File: config.mk
export PLATFORM = sky130hd
export DESIGN_NAME = uart_rx_param
export DESIGN_NICKNAME = d
export VERILOG_FILES = /design/src/rtl/uart_rx_param.sv
export SDC_FILE = /design/constraint.sdc
export NUM_CORES = 1
export LEC_CHECK = 0
export ABC_AREA = 1
export CAP_MARGIN = 30
export CORE_MARGIN = 2
export CORE_UTILIZATION = 40
export CTS_BUF_LIST = sky130_fd_sc_hd__clkbuf_4
export CTS_CLUSTER_DIAMETER = 150
export CTS_CLUSTER_SIZE = 8
export DETAILED_ROUTE_END_ITERATION = 8
export GPL_TIMING_DRIVEN = 1
export MAX_ROUTING_LAYER = met4
export RECOVER_POWER = 100
export SETUP_SLACK_MARGIN = 0.2
export SYNTH_ARGS = -nofsm -noshare
export SYNTH_HDL_FRONTEND = slang
export SYNTH_SLANG_ARGS = --single-unit
File: constraint.sdc
create_clock -name clk -period 2.15 [get_ports clk]
set_input_delay 0.43 -clock clk [delete_from_list [all_inputs] [get_ports clk]]
set_output_delay 0.43 -clock clk [all_outputs]
set_load 0.01 [all_outputs]
File: src/rtl/uart_rx_param.sv
// uart_rx_param: parameterised 16x-oversampled UART receiver.
// Define UART_RX_MAJORITY_EN for 2-of-3 majority sampling at ticks 7/8/9.
module uart_rx_param #(
    parameter int CLOCK_RATE = 12000000,
    parameter int BAUD_RATE  = 9600,
    parameter int DATA_BITS  = 8,
    parameter int PARITY     = 0,
    parameter int STOP_BITS  = 1
) (
    input  logic                 clk,
    input  logic                 rst_n,
    input  logic                 rxEn,
    input  logic                 rxIn,
    output logic                 rxBusy,
    output logic                 rxDone,
    output logic                 rxErr,
    output logic                 rxParityErr,
    output logic [DATA_BITS-1:0] rxOut
);
    localparam int DIV = (CLOCK_RATE + BAUD_RATE * 8) / (BAUD_RATE * 16);
    localparam int DW  = (DIV > 1) ? $clog2(DIV) : 1;
    localparam logic [3:0] LAST_DATA = 4'(DATA_BITS - 1);
    localparam logic [3:0] LAST_STOP = 4'(STOP_BITS - 1);
`ifdef UART_RX_MAJORITY_EN
    localparam logic [3:0] SMP_T = 4'd8;
`else
    localparam logic [3:0] SMP_T = 4'd7;
`endif

    typedef enum logic [2:0] {
        S_IDLE, S_START, S_DATA, S_PARITY, S_STOP, S_WAIT_HIGH
    } state_t;

    state_t               state_q, state_d;
    logic [DW-1:0]        div_q, div_d;
    logic [3:0]           tcnt_q, tcnt_d;
    logic [3:0]           bcnt_q, bcnt_d;
    logic [DATA_BITS-1:0] shift_q, shift_d;
    logic [DATA_BITS-1:0] out_q, out_d;
    logic                 ferr_p_q, ferr_p_d;
    logic                 perr_p_q, perr_p_d;
    logic                 err_q, err_d;
    logic                 perr_q, perr_d;
    logic                 done_q, done_d;
    logic                 rx_prev_q;

    logic run, busy, tick, bit_end, smp_now, smp_bit, start_edge, par_x;

    assign run        = (state_q != S_IDLE);
    assign busy       = (state_q == S_START) || (state_q == S_DATA) ||
                        (state_q == S_PARITY) || (state_q == S_STOP);
    assign tick       = run && (div_q == DW'(DIV - 1));
    assign bit_end    = tick && (tcnt_q == 4'd15);
    assign smp_now    = tick && (tcnt_q == SMP_T);
    assign start_edge = rxEn && rx_prev_q && !rxIn;
    assign par_x      = ^{shift_q, smp_bit};

`ifdef UART_RX_MAJORITY_EN
    logic [1:0] maj_q;

    always_ff @(posedge clk or negedge rst_n) begin
        if (!rst_n) begin
            maj_q <= '0;
        end else if (tick && tcnt_q == 4'd6) begin
            maj_q[0] <= rxIn;
        end else if (tick && tcnt_q == 4'd7) begin
            maj_q[1] <= rxIn;
        end
    end

    assign smp_bit = (maj_q[0] & maj_q[1]) | (maj_q[0] & rxIn) |
                     (maj_q[1] & rxIn);
`else
    assign smp_bit = rxIn;
`endif

    always_comb begin
        state_d  = state_q;
        div_d    = div_q;
        tcnt_d   = tcnt_q;
        bcnt_d   = bcnt_q;
        shift_d  = shift_q;
        ferr_p_d = ferr_p_q;
        perr_p_d = perr_p_q;
        out_d    = out_q;
        err_d    = err_q;
        perr_d   = perr_q;
        done_d   = 1'b0;
        if (run) begin
            div_d = tick ? '0 : div_q + DW'(1);
            if (tick) tcnt_d = tcnt_q + 4'd1;
        end
        // Losing the enable mid-frame discards the frame, leaving outputs as they were
        if (busy && !rxEn) begin
            state_d = S_IDLE;
        end else begin
            unique case (state_q)
                S_IDLE: begin
                    div_d  = '0;
                    tcnt_d = '0;
                    bcnt_d = '0;
                    if (start_edge) state_d = S_START;
                end
                S_START: begin
                    if (smp_now) begin
                        if (smp_bit) begin
                            state_d = S_IDLE;
                        end else begin
                            err_d    = 1'b0;
                            perr_d   = 1'b0;
                            ferr_p_d = 1'b0;
                            perr_p_d = 1'b0;
                        end
                    end else if (bit_end) begin
                        state_d = S_DATA;
                    end
                end
                S_DATA: begin
                    if (smp_now) shift_d = {smp_bit, shift_q[DATA_BITS-1:1]};
                    if (bit_end) begin
                        bcnt_d = bcnt_q + 4'd1;
                        if (bcnt_q == LAST_DATA) begin
                            bcnt_d  = '0;
                            state_d = (PARITY != 0) ? S_PARITY : S_STOP;
                        end
                    end
                end
                S_PARITY: begin
                    if (smp_now) perr_p_d = (PARITY == 1) ? ~par_x : par_x;
                    if (bit_end) state_d = S_STOP;
                end
                S_STOP: begin
                    if (smp_now) begin
                        if (!smp_bit) ferr_p_d = 1'b1;
                        if (bcnt_q == LAST_STOP) begin
                            done_d  = 1'b1;
                            out_d   = shift_q;
                            err_d   = ferr_p_q | ~smp_bit;
                            perr_d  = perr_p_q;
                            tcnt_d  = '0;
                            state_d = smp_bit ? S_IDLE : S_WAIT_HIGH;
                        end
                    end else if (bit_end) begin
                        bcnt_d = bcnt_q + 4'd1;
                    end
                end
                S_WAIT_HIGH: begin
                    // tcnt counts consecutive high ticks of a line leaving break
                    if (!rxIn) tcnt_d = '0;
                    else if (bit_end) state_d = S_IDLE;
                end
                default: state_d = S_IDLE;
            endcase
        end
    end

    always_ff @(posedge clk or negedge rst_n) begin
        if (!rst_n) begin
            state_q   <= S_IDLE;
            div_q     <= '0;
            tcnt_q    <= '0;
            bcnt_q    <= '0;
            shift_q   <= '0;
            out_q     <= '0;
            ferr_p_q  <= 1'b0;
            perr_p_q  <= 1'b0;
            err_q     <= 1'b0;
            perr_q    <= 1'b0;
            done_q    <= 1'b0;
            rx_prev_q <= 1'b0;
        end else begin
            state_q   <= state_d;
            div_q     <= div_d;
            tcnt_q    <= tcnt_d;
            bcnt_q    <= bcnt_d;
            shift_q   <= shift_d;
            out_q     <= out_d;
            ferr_p_q  <= ferr_p_d;
            perr_p_q  <= perr_p_d;
            err_q     <= err_d;
            perr_q    <= perr_d;
            done_q    <= done_d;
            rx_prev_q <= rxIn;
        end
    end

    assign rxBusy      = busy;
    assign rxDone      = done_q;
    assign rxErr       = err_q;
    assign rxParityErr = perr_q;
    assign rxOut       = out_q;
endmodule

==> results of run 1 <==
==> routing by layer <==
| layer | vias up | part of all wire, % |
|---|---|---|
| met5 | - | 0 |
| met4 | 0 | 1.4 |
| met3 | 6 | 3.1 |
| met2 | 21 | 50 |
| met1 | 842 | 45 |
| li1 | 931 | - |
==> repair_timing <==
item / 4_1_cts / 5_1_grt
setup buffers: 2 / 2
resized for setup: 3 / 5
endpoints found under the setup margin: 1 / 4
cloned: 0 / 0
pin swaps: 1 / 1
hold endpoints to repair: 0 / 0
==> worst max path at each step <==
| stage | slack (ns) | endpoint | cells past startpoint | from |
|---|---|---|---|---|
| after floorplan | 0.59 | rxOut[6] | 10 | div_q[1] |
| after CTS | 0.23 | rxBusy | 4 | state_q[1] |
| final | 0.23 | rxBusy | 4 | state_q[2] |
| after detailed placement | 0.13 | state_q[2] | 9 | rxIn |
| after global placement | 0.14 | state_q[1] | 9 | rxIn |
| after global routing | 0.13 | rxBusy | 4 | state_q[2] |
==> flip-flops by register name (all words and copies together) (netlist names) <==
name and count:
rxOut 8, ferr_p_q 1, rxErr 1, bcnt_q 4, div_q 7, tcnt_q 4, rxDone 1, state_q 3
rx_prev_q 1, shift_q 8, rxParityErr 1, perr_p_q 1
==> logic make-up (layout without fill, tap and decap cells) <==
kind of cell,after synthesis,in the layout,synth area share [%]
and+or+nand+nor,150,150,31.1
AOI/OAI and AO/OA,40,40,12.0
DFF,40,40,44.8
buffers and inverters,32,58,6.16
xor gates and xnor gates,8,8,3.13
adders and majority gates,5,5,2.80
==> Yosys cell counts, drive strengths merged <==
| library cell | number |
|---|---|
| clkinv | 1 |
| nor2 | 34 |
| nand3 | 15 |
| a21oi | 8 |
| a21boi | 1 |
| nor3 | 1 |
| o31ai | 1 |
| dfrtp | 40 |
| xor2 | 6 |
| nand3b | 1 |
| and3 | 2 |
| inv | 29 |
| nor3b | 2 |
| a31oi | 1 |
| xnor2 | 2 |
| o21ai | 28 |
| o211ai | 1 |
| nand2 | 90 |
| ha | 5 |
| or2 | 1 |
| buf | 2 |
| nand4 | 4 |
==> area by class of cell <==
class	count	share of cell area (%)
inverters	30	4.45
well taps	72	3.56
flip-flops and latches	40	39.6
repair buffers	20	7.07
clock buffers	5	1.48
clock inverters	3	1.83
multi-input cells	203	42.0
==> stage by stage <==
stage          worst slack (ns)  std cells  cell area (um^2)  total power, mW
6_report                  0.227        373              2530             2.17
2_1_floorplan             0.593        275              2240             1.42
5_1_grt                   0.126        373              2530             2.34
3_3_place_gp              0.139        361              2460             1.61
3_5_place_dp              0.131        361              2460             1.61
4_1_cts                   0.234        371              2550             2.17
==> power by group through the flow <==
stage               Sequential, mW  Combinational [mW]  Clock [mW]
floorplan                    0.872               0.547           0
global placement             0.886               0.721           0
detailed placement           0.887               0.722           0
CTS                          0.872               0.746       0.549
global route                 0.885               0.880       0.574
finish                       0.877               0.759       0.533
==> key figures, run 1 <==
Run status
  • Status: finished, final reports clean

Critical path
  • Worst EP required: 1.72 ns
  • CP endpoint kind: output pin
  • Slowest-stage cell, CP: dfrtp_1
  • Reg2Reg Setup Slack: between 0.3 and 0.4 ns
  • RR Startpoint: state_q[2]
  • Worst Setup Start Kind: flip-flop
  • Critical path buffer and inverter count: 2
  • R2r worst-path depth: 10
  • Crit path cell chain: inv_1, nand2_1, nand2_2, dlygate4sd2_1
  • Slowest Stage Delay on Critical Path: 0.49 ns
  • CP top delay family: flip-flops
  • Crit Reg-Reg Endpoint: shift_q[6]
  • Critical path class: flip-flop to output pin
  • Crit-path max FO: 6
  • Worst EP arrival: 1.49 ns

Die
  • Initial Utilization: 41.1%
  • Core Area: roughly 0.0054 mm^2
  • Row cnt: 27
  • Die Y: 78.8 um
  • Die width: 78.8 um
  • Die footprint: 0.00620 mm^2
  • Io pins: 16

Pwr
  • Clock network power share: 24.6%
  • Combinational fraction of design power: between 30% and 40%
  • LEAKAGE: 1.30 nW
  • Max VDD drop: 415 uV
  • Psw: 0.845 mW
  • Internal: 1.32 mW
  • PD cells: 857 mW/mm^2
  • Reg power frac: 40.4%
  • Switching share of power: 38.9%

Cells and area
  • Filler cell count: around 550
  • Antenna Cells: 0
  • Final net count: 309
  • FF+latch area: around 0.0010 mm^2
  • Most common cell after layout, fill and taps aside: nand2_1
  • Most frequent cells in the layout: 83 x nand2_1, 39 x dfrtp_1, 29 x nor2_1
  • Layout Utilization: 46.5%
  • Area of the multi-input gates: 0.00106 mm^2
  • Layout cells sized above 1: 12.6%
  • Area Growth Syn to Fin: 13.2%

Global route
  • Met3 usage: 3.64%
  • GR peak layer: met2
  • Vias in the first global route: 1752
  • First-pass GRT wire length: 7690 um
  • Gr usage total: 16.1%
  • Met1 GRT Util: 18.8%
  • Gr ovfl total: 0
  • GR Util met2: 27.2%
  • Largest net degree at the start of global routing: around 40
  • Antenna violations before repair: 0

Timing
  • Min cycle time layout: 1.92 ns
  • Worst hold slack: 0.271 ns
  • Hold Vio Cnt, Final: 0
  • Worst Max-Slew Pin Slew: 0.989 ns
  • Layout Skew: roughly 0.0043 ns
  • Setup TNS Final: 0 ns
  • Setup-failing EPs final: 0
  • Max transition margin: 34.1%
  • Highest clock rate: 0.520 GHz
  • Unrepaired setup endpoints after global routing: false
  • Slew Limit Fails: 0
  • Fin crit share: 89.4%

Routing
  • Antenna-violating nets left: 0
  • Routed wire length: 4270 um
  • Number of remaining DRC errors: 0
  • Drt initial violations: 50
  • Drt pass-1 iters: 4
  • Wire per inst: 11.4 um
  • Via count: 1800
  • Vias per inst: 4.83

Synth
  • Synth Net Count: 284
  • Largest area contributor in the netlist: dfrtp_1
  • FF+latch count, synth: 40
  • Syn Inst Count: 275
  • Synth warn: 0
  • Top post-synthesis cells by area: dfrtp_1 45%, nand2_1 14%, o21ai_2 5.9%, nor2_1 4.9%, inv_1 4.5%
  • Synth cell types: 34
  • Synthesized cell area: 0.00224 mm^2
  • Post-synthesis sequential area ratio: 44.8%
  • Syn Area/Cell: 8.13 um^2
  • Share of the synthesized area in the top cell type: 44.8%

Min path
  • Type of the most critical hold path: primary input to asynchronous set/reset pin

Clock tree
  • CTS buffer count: 5
  • Clk_lat worst skew: 0.36 ns
  • CTS HTree Levels: 2
  • CTS tree: done
  • CTS max path bufs: 2
  • CTS Hold Bufs: 0
  • Clock Root Buffer: clkbuf_4
  • Reg clk slew, reported paths: 0.13 ns
  • CTS sink count: 40

Flow run
  • Max Cap Viol: 0

Placement
  • Routability Congestion: 0.823
  • Buffers added on ports: 15
  • Placed wire-length estimate: ~3100 um
No activity file was read; power rests on OpenSTA's default activity.
==> run 2: changes to the inputs <==
HOLD_SLACK_MARGIN = 0.12   (was unset)
SLEW_MARGIN = 30   (was unset)
==> run 2 against run 1 <==
  * Design area grew 0.40%
  * Routed wire length grew 0.16%
  * Final cell count grew 0.27%
  * Clock-buffer cell count is the same
  * Combinational power is essentially flat
  * Via count grew 0.11%
  * Global-route usage is the same
  * Sequential power is essentially flat
  * Non-clock buffer count grew 1
  * Worst setup slack gained 0.0048 ns
  * Critical endpoint unchanged
  * Highest routed layer unchanged
==> key figures, run 2 (same netlist as run 1, synthesis figures left out) <==
Run status
  • Status: finished, final reports clean

Clock tree
  • CTS sink count: 40 (unchanged)
  • Clock Root Buffer: clkbuf_4
  • CTS tree: done
  • CTS buffer count: 5 (unchanged)
  • Clk_lat worst skew: 0.36 ns (about the same)
  • Reg clk slew, reported paths: 0.13 ns (about the same)
  • CTS max path bufs: 2 (unchanged)
  • CTS HTree Levels: 2 (unchanged)

Min path
  • Hold Path Depth: 2
  • Type of the most critical hold path: flip-flop to flip-flop
  • Hold endpoint: ferr_p_q
  • Worst Min Path Start: ferr_p_q

Timing
  • Unrepaired setup endpoints after global routing: false
  • Layout Skew: 0.00427 ns (unchanged)
  • Slew Limit Fails: 0 (unchanged)
  • Worst hold slack: 0.493 ns (+0.222 ns)
  • Worst Max-Slew Pin Slew: 0.990 ns (+0.000564 ns)
  • Setup TNS Final: 0 ns (unchanged)
  • Highest clock rate: 0.521 GHz (+0.25%)
  • Hold Vio Cnt, Final: 0 (unchanged)
  • Min cycle time layout: 1.92 ns (-0.00484 ns)
  • Setup-failing EPs final: 0 (unchanged)
  • Fin crit share: 89.2% (-0.23 points)
  • Max transition margin: 34.0% (-0.038 points)

Routing
  • Drt pass-1 iters: 4 (unchanged)
  • Wire per inst: 11.4 um (-0.10%)
  • Drt initial violations: 47 (-6.0%)
  • Via count: 1802 (+0.11%)
  • Routed wire length: 4280 um (+0.16%)
  • Vias per inst: 4.82 (-0.16%)
  • Number of remaining DRC errors: 0 (unchanged)
  • Antenna-violating nets left: 0 (unchanged)

Critical path
  • Critical path class: flip-flop to output pin
  • R2r worst-path depth: 10 (unchanged)
  • Slowest Stage Delay on Critical Path: 0.49 ns (about the same)
  • Worst Setup Start Kind: flip-flop
  • Worst EP required: 1.72 ns (about the same)
  • Slowest-stage cell, CP: dfrtp_1
  • Reg2Reg Setup Slack: 0.33 ns (about the same)
  • Worst EP arrival: 1.49 ns (about the same)
  • Crit path cell chain: inv_1, nand2_1, nand2_2, dlygate4sd2_1
  • RR Startpoint: state_q[2]
  • CP endpoint kind: output pin
  • Critical path buffer and inverter count: 2 (unchanged)
  • Crit Reg-Reg Endpoint: shift_q[6]
  • CP top delay family: flip-flops
  • Crit-path max FO: 6 (unchanged)

Die
  • Core Area: 0.00544 mm^2 (unchanged)
  • Die footprint: 0.00620 mm^2 (unchanged)
  • Die width: 78.8 um (unchanged)
  • Row cnt: 27 (unchanged)
  • Io pins: 16 (unchanged)
  • Initial Utilization: 41.1% (unchanged)
  • Die Y: 78.8 um (unchanged)

Placement
  • Routability Congestion: 0.823 (unchanged)
  • Placed wire-length estimate: 3130 um (unchanged)
  • Buffers added on ports: 15 (unchanged)

Global route
  • Gr usage total: 16.1% (unchanged)
  • Gr ovfl total: 0 (unchanged)
  • Vias in the first global route: 1752 (unchanged)
  • First-pass GRT wire length: 7690 um (unchanged)
  • Largest net degree at the start of global routing: 41 (unchanged)
  • Antenna violations before repair: 0 (unchanged)

Pwr
  • Switching share of power: 38.9% (-0.043 points)
  • Psw: 0.844 mW (about the same)
  • Reg power frac: 40.4% (about the same)
  • Clock network power share: 24.6% (about the same)
  • LEAKAGE: 1.31 nW (+0.32%)
  • Max VDD drop: 415 uV (about the same)
  • PD cells: 854 mW/mm^2 (-0.38%)
  • Internal: 1.33 mW (about the same)
  • Combinational fraction of design power: 35.0% (about the same)

Cells and area
  • Layout cells sized above 1: 12.6% (-0.042 points)
  • Area Growth Syn to Fin: 13.7%
  • Antenna Cells: 0 (unchanged)
  • Most frequent cells in the layout: 83 x nand2_1, 39 x dfrtp_1, 29 x nor2_1
  • Most common cell after layout, fill and taps aside: nand2_1
  • Final net count: 310 (+0.32%)

Flow run
  • Max Cap Viol: 0 (unchanged)
[run 2: how the worst max path moves through the flow]
stage | from | end | slack [ns] | cells past startpoint
3_5_place_dp | rxIn | state_q[2] | 0.13 | 9
2_1_floorplan | div_q[1] | rxOut[6] | 0.59 | 10
6_report | state_q[2] | rxBusy | 0.23 | 4
5_1_grt | state_q[2] | rxBusy | 0.13 | 4
3_3_place_gp | rxIn | state_q[1] | 0.14 | 9
4_1_cts | state_q[1] | rxBusy | 0.23 | 4
[run 2: power by group through the flow]
stage,Sequential [mW],Clock [mW],Combinational [mW]
3_5_place_dp,0.887,0,0.722
4_1_cts,0.872,0.549,0.747
6_report,0.877,0.533,0.760
5_1_grt,0.885,0.574,0.881
2_1_floorplan,0.872,0,0.547
3_3_place_gp,0.886,0,0.721
[run 2: layout make-up]
type / count / area, um^2
Sequential cell: 40 / 1000
Fill cell: 548 / 2900
Inverter: 30 / 113
Tap cell: 72 / 90.1
Timing Repair Buffer: 21 / 189
Clock inverter: 3 / 46.3
Clock buffer: 5 / 37.5
Multi-Input combinational cell: 203 / 1060
[run 2: metal layers]
layer / vias up / routed length, um / GRT usage [%] / share of wire, %
met5: - / 0 / - / 0
met4: 0 / 61 / 6.14 / 1.4
met3: 6 / 132 / 3.64 / 3.1
met2: 21 / 2160 / 27.2 / 50
met1: 842 / 1920 / 18.8 / 45
li1: 933 / - / - / -
[run 2: repair_timing]
item,CTS,global route
setup buffers,2,2
endpoints found under the hold margin,22,0
pin swaps,1,1
resized for setup,3,5
hold buffers,1,0
endpoints found under the setup margin,1,4
[run 2: per-stage QoR]
| step | cells | utilization (%) | setup slack, ns | power [mW] | cell area (um^2) |
|---|---|---|---|---|---|
| 5_1_grt | 374 | 46.7 | 0.126 | 2.34 | 2540 |
| 2_1_floorplan | 275 | - | 0.593 | 1.42 | 2240 |
| 3_3_place_gp | 361 | 45.2 | 0.139 | 1.61 | 2460 |
| 3_5_place_dp | 361 | 45.2 | 0.131 | 1.61 | 2460 |
| 4_1_cts | 372 | 47.2 | 0.234 | 2.17 | 2560 |
| 6_report | 374 | 46.7 | 0.232 | 2.17 | 2540 |
[run 2: worst reg2reg max path: cells and delay by family, from the launching register on]
family / cells / cell delay [ns]
buf+inv: 3 / 0.40
compound gates: 1 / 0.06
flops: 1 / 0.50
simple gates: 6 / 0.77
==> run 3: changes to the inputs <==
GPL_ROUTABILITY_DRIVEN = 0   (was unset)
==> results of run 3 <==
Same layout as run 2: the final DEF is identical, and so are final timing and power.
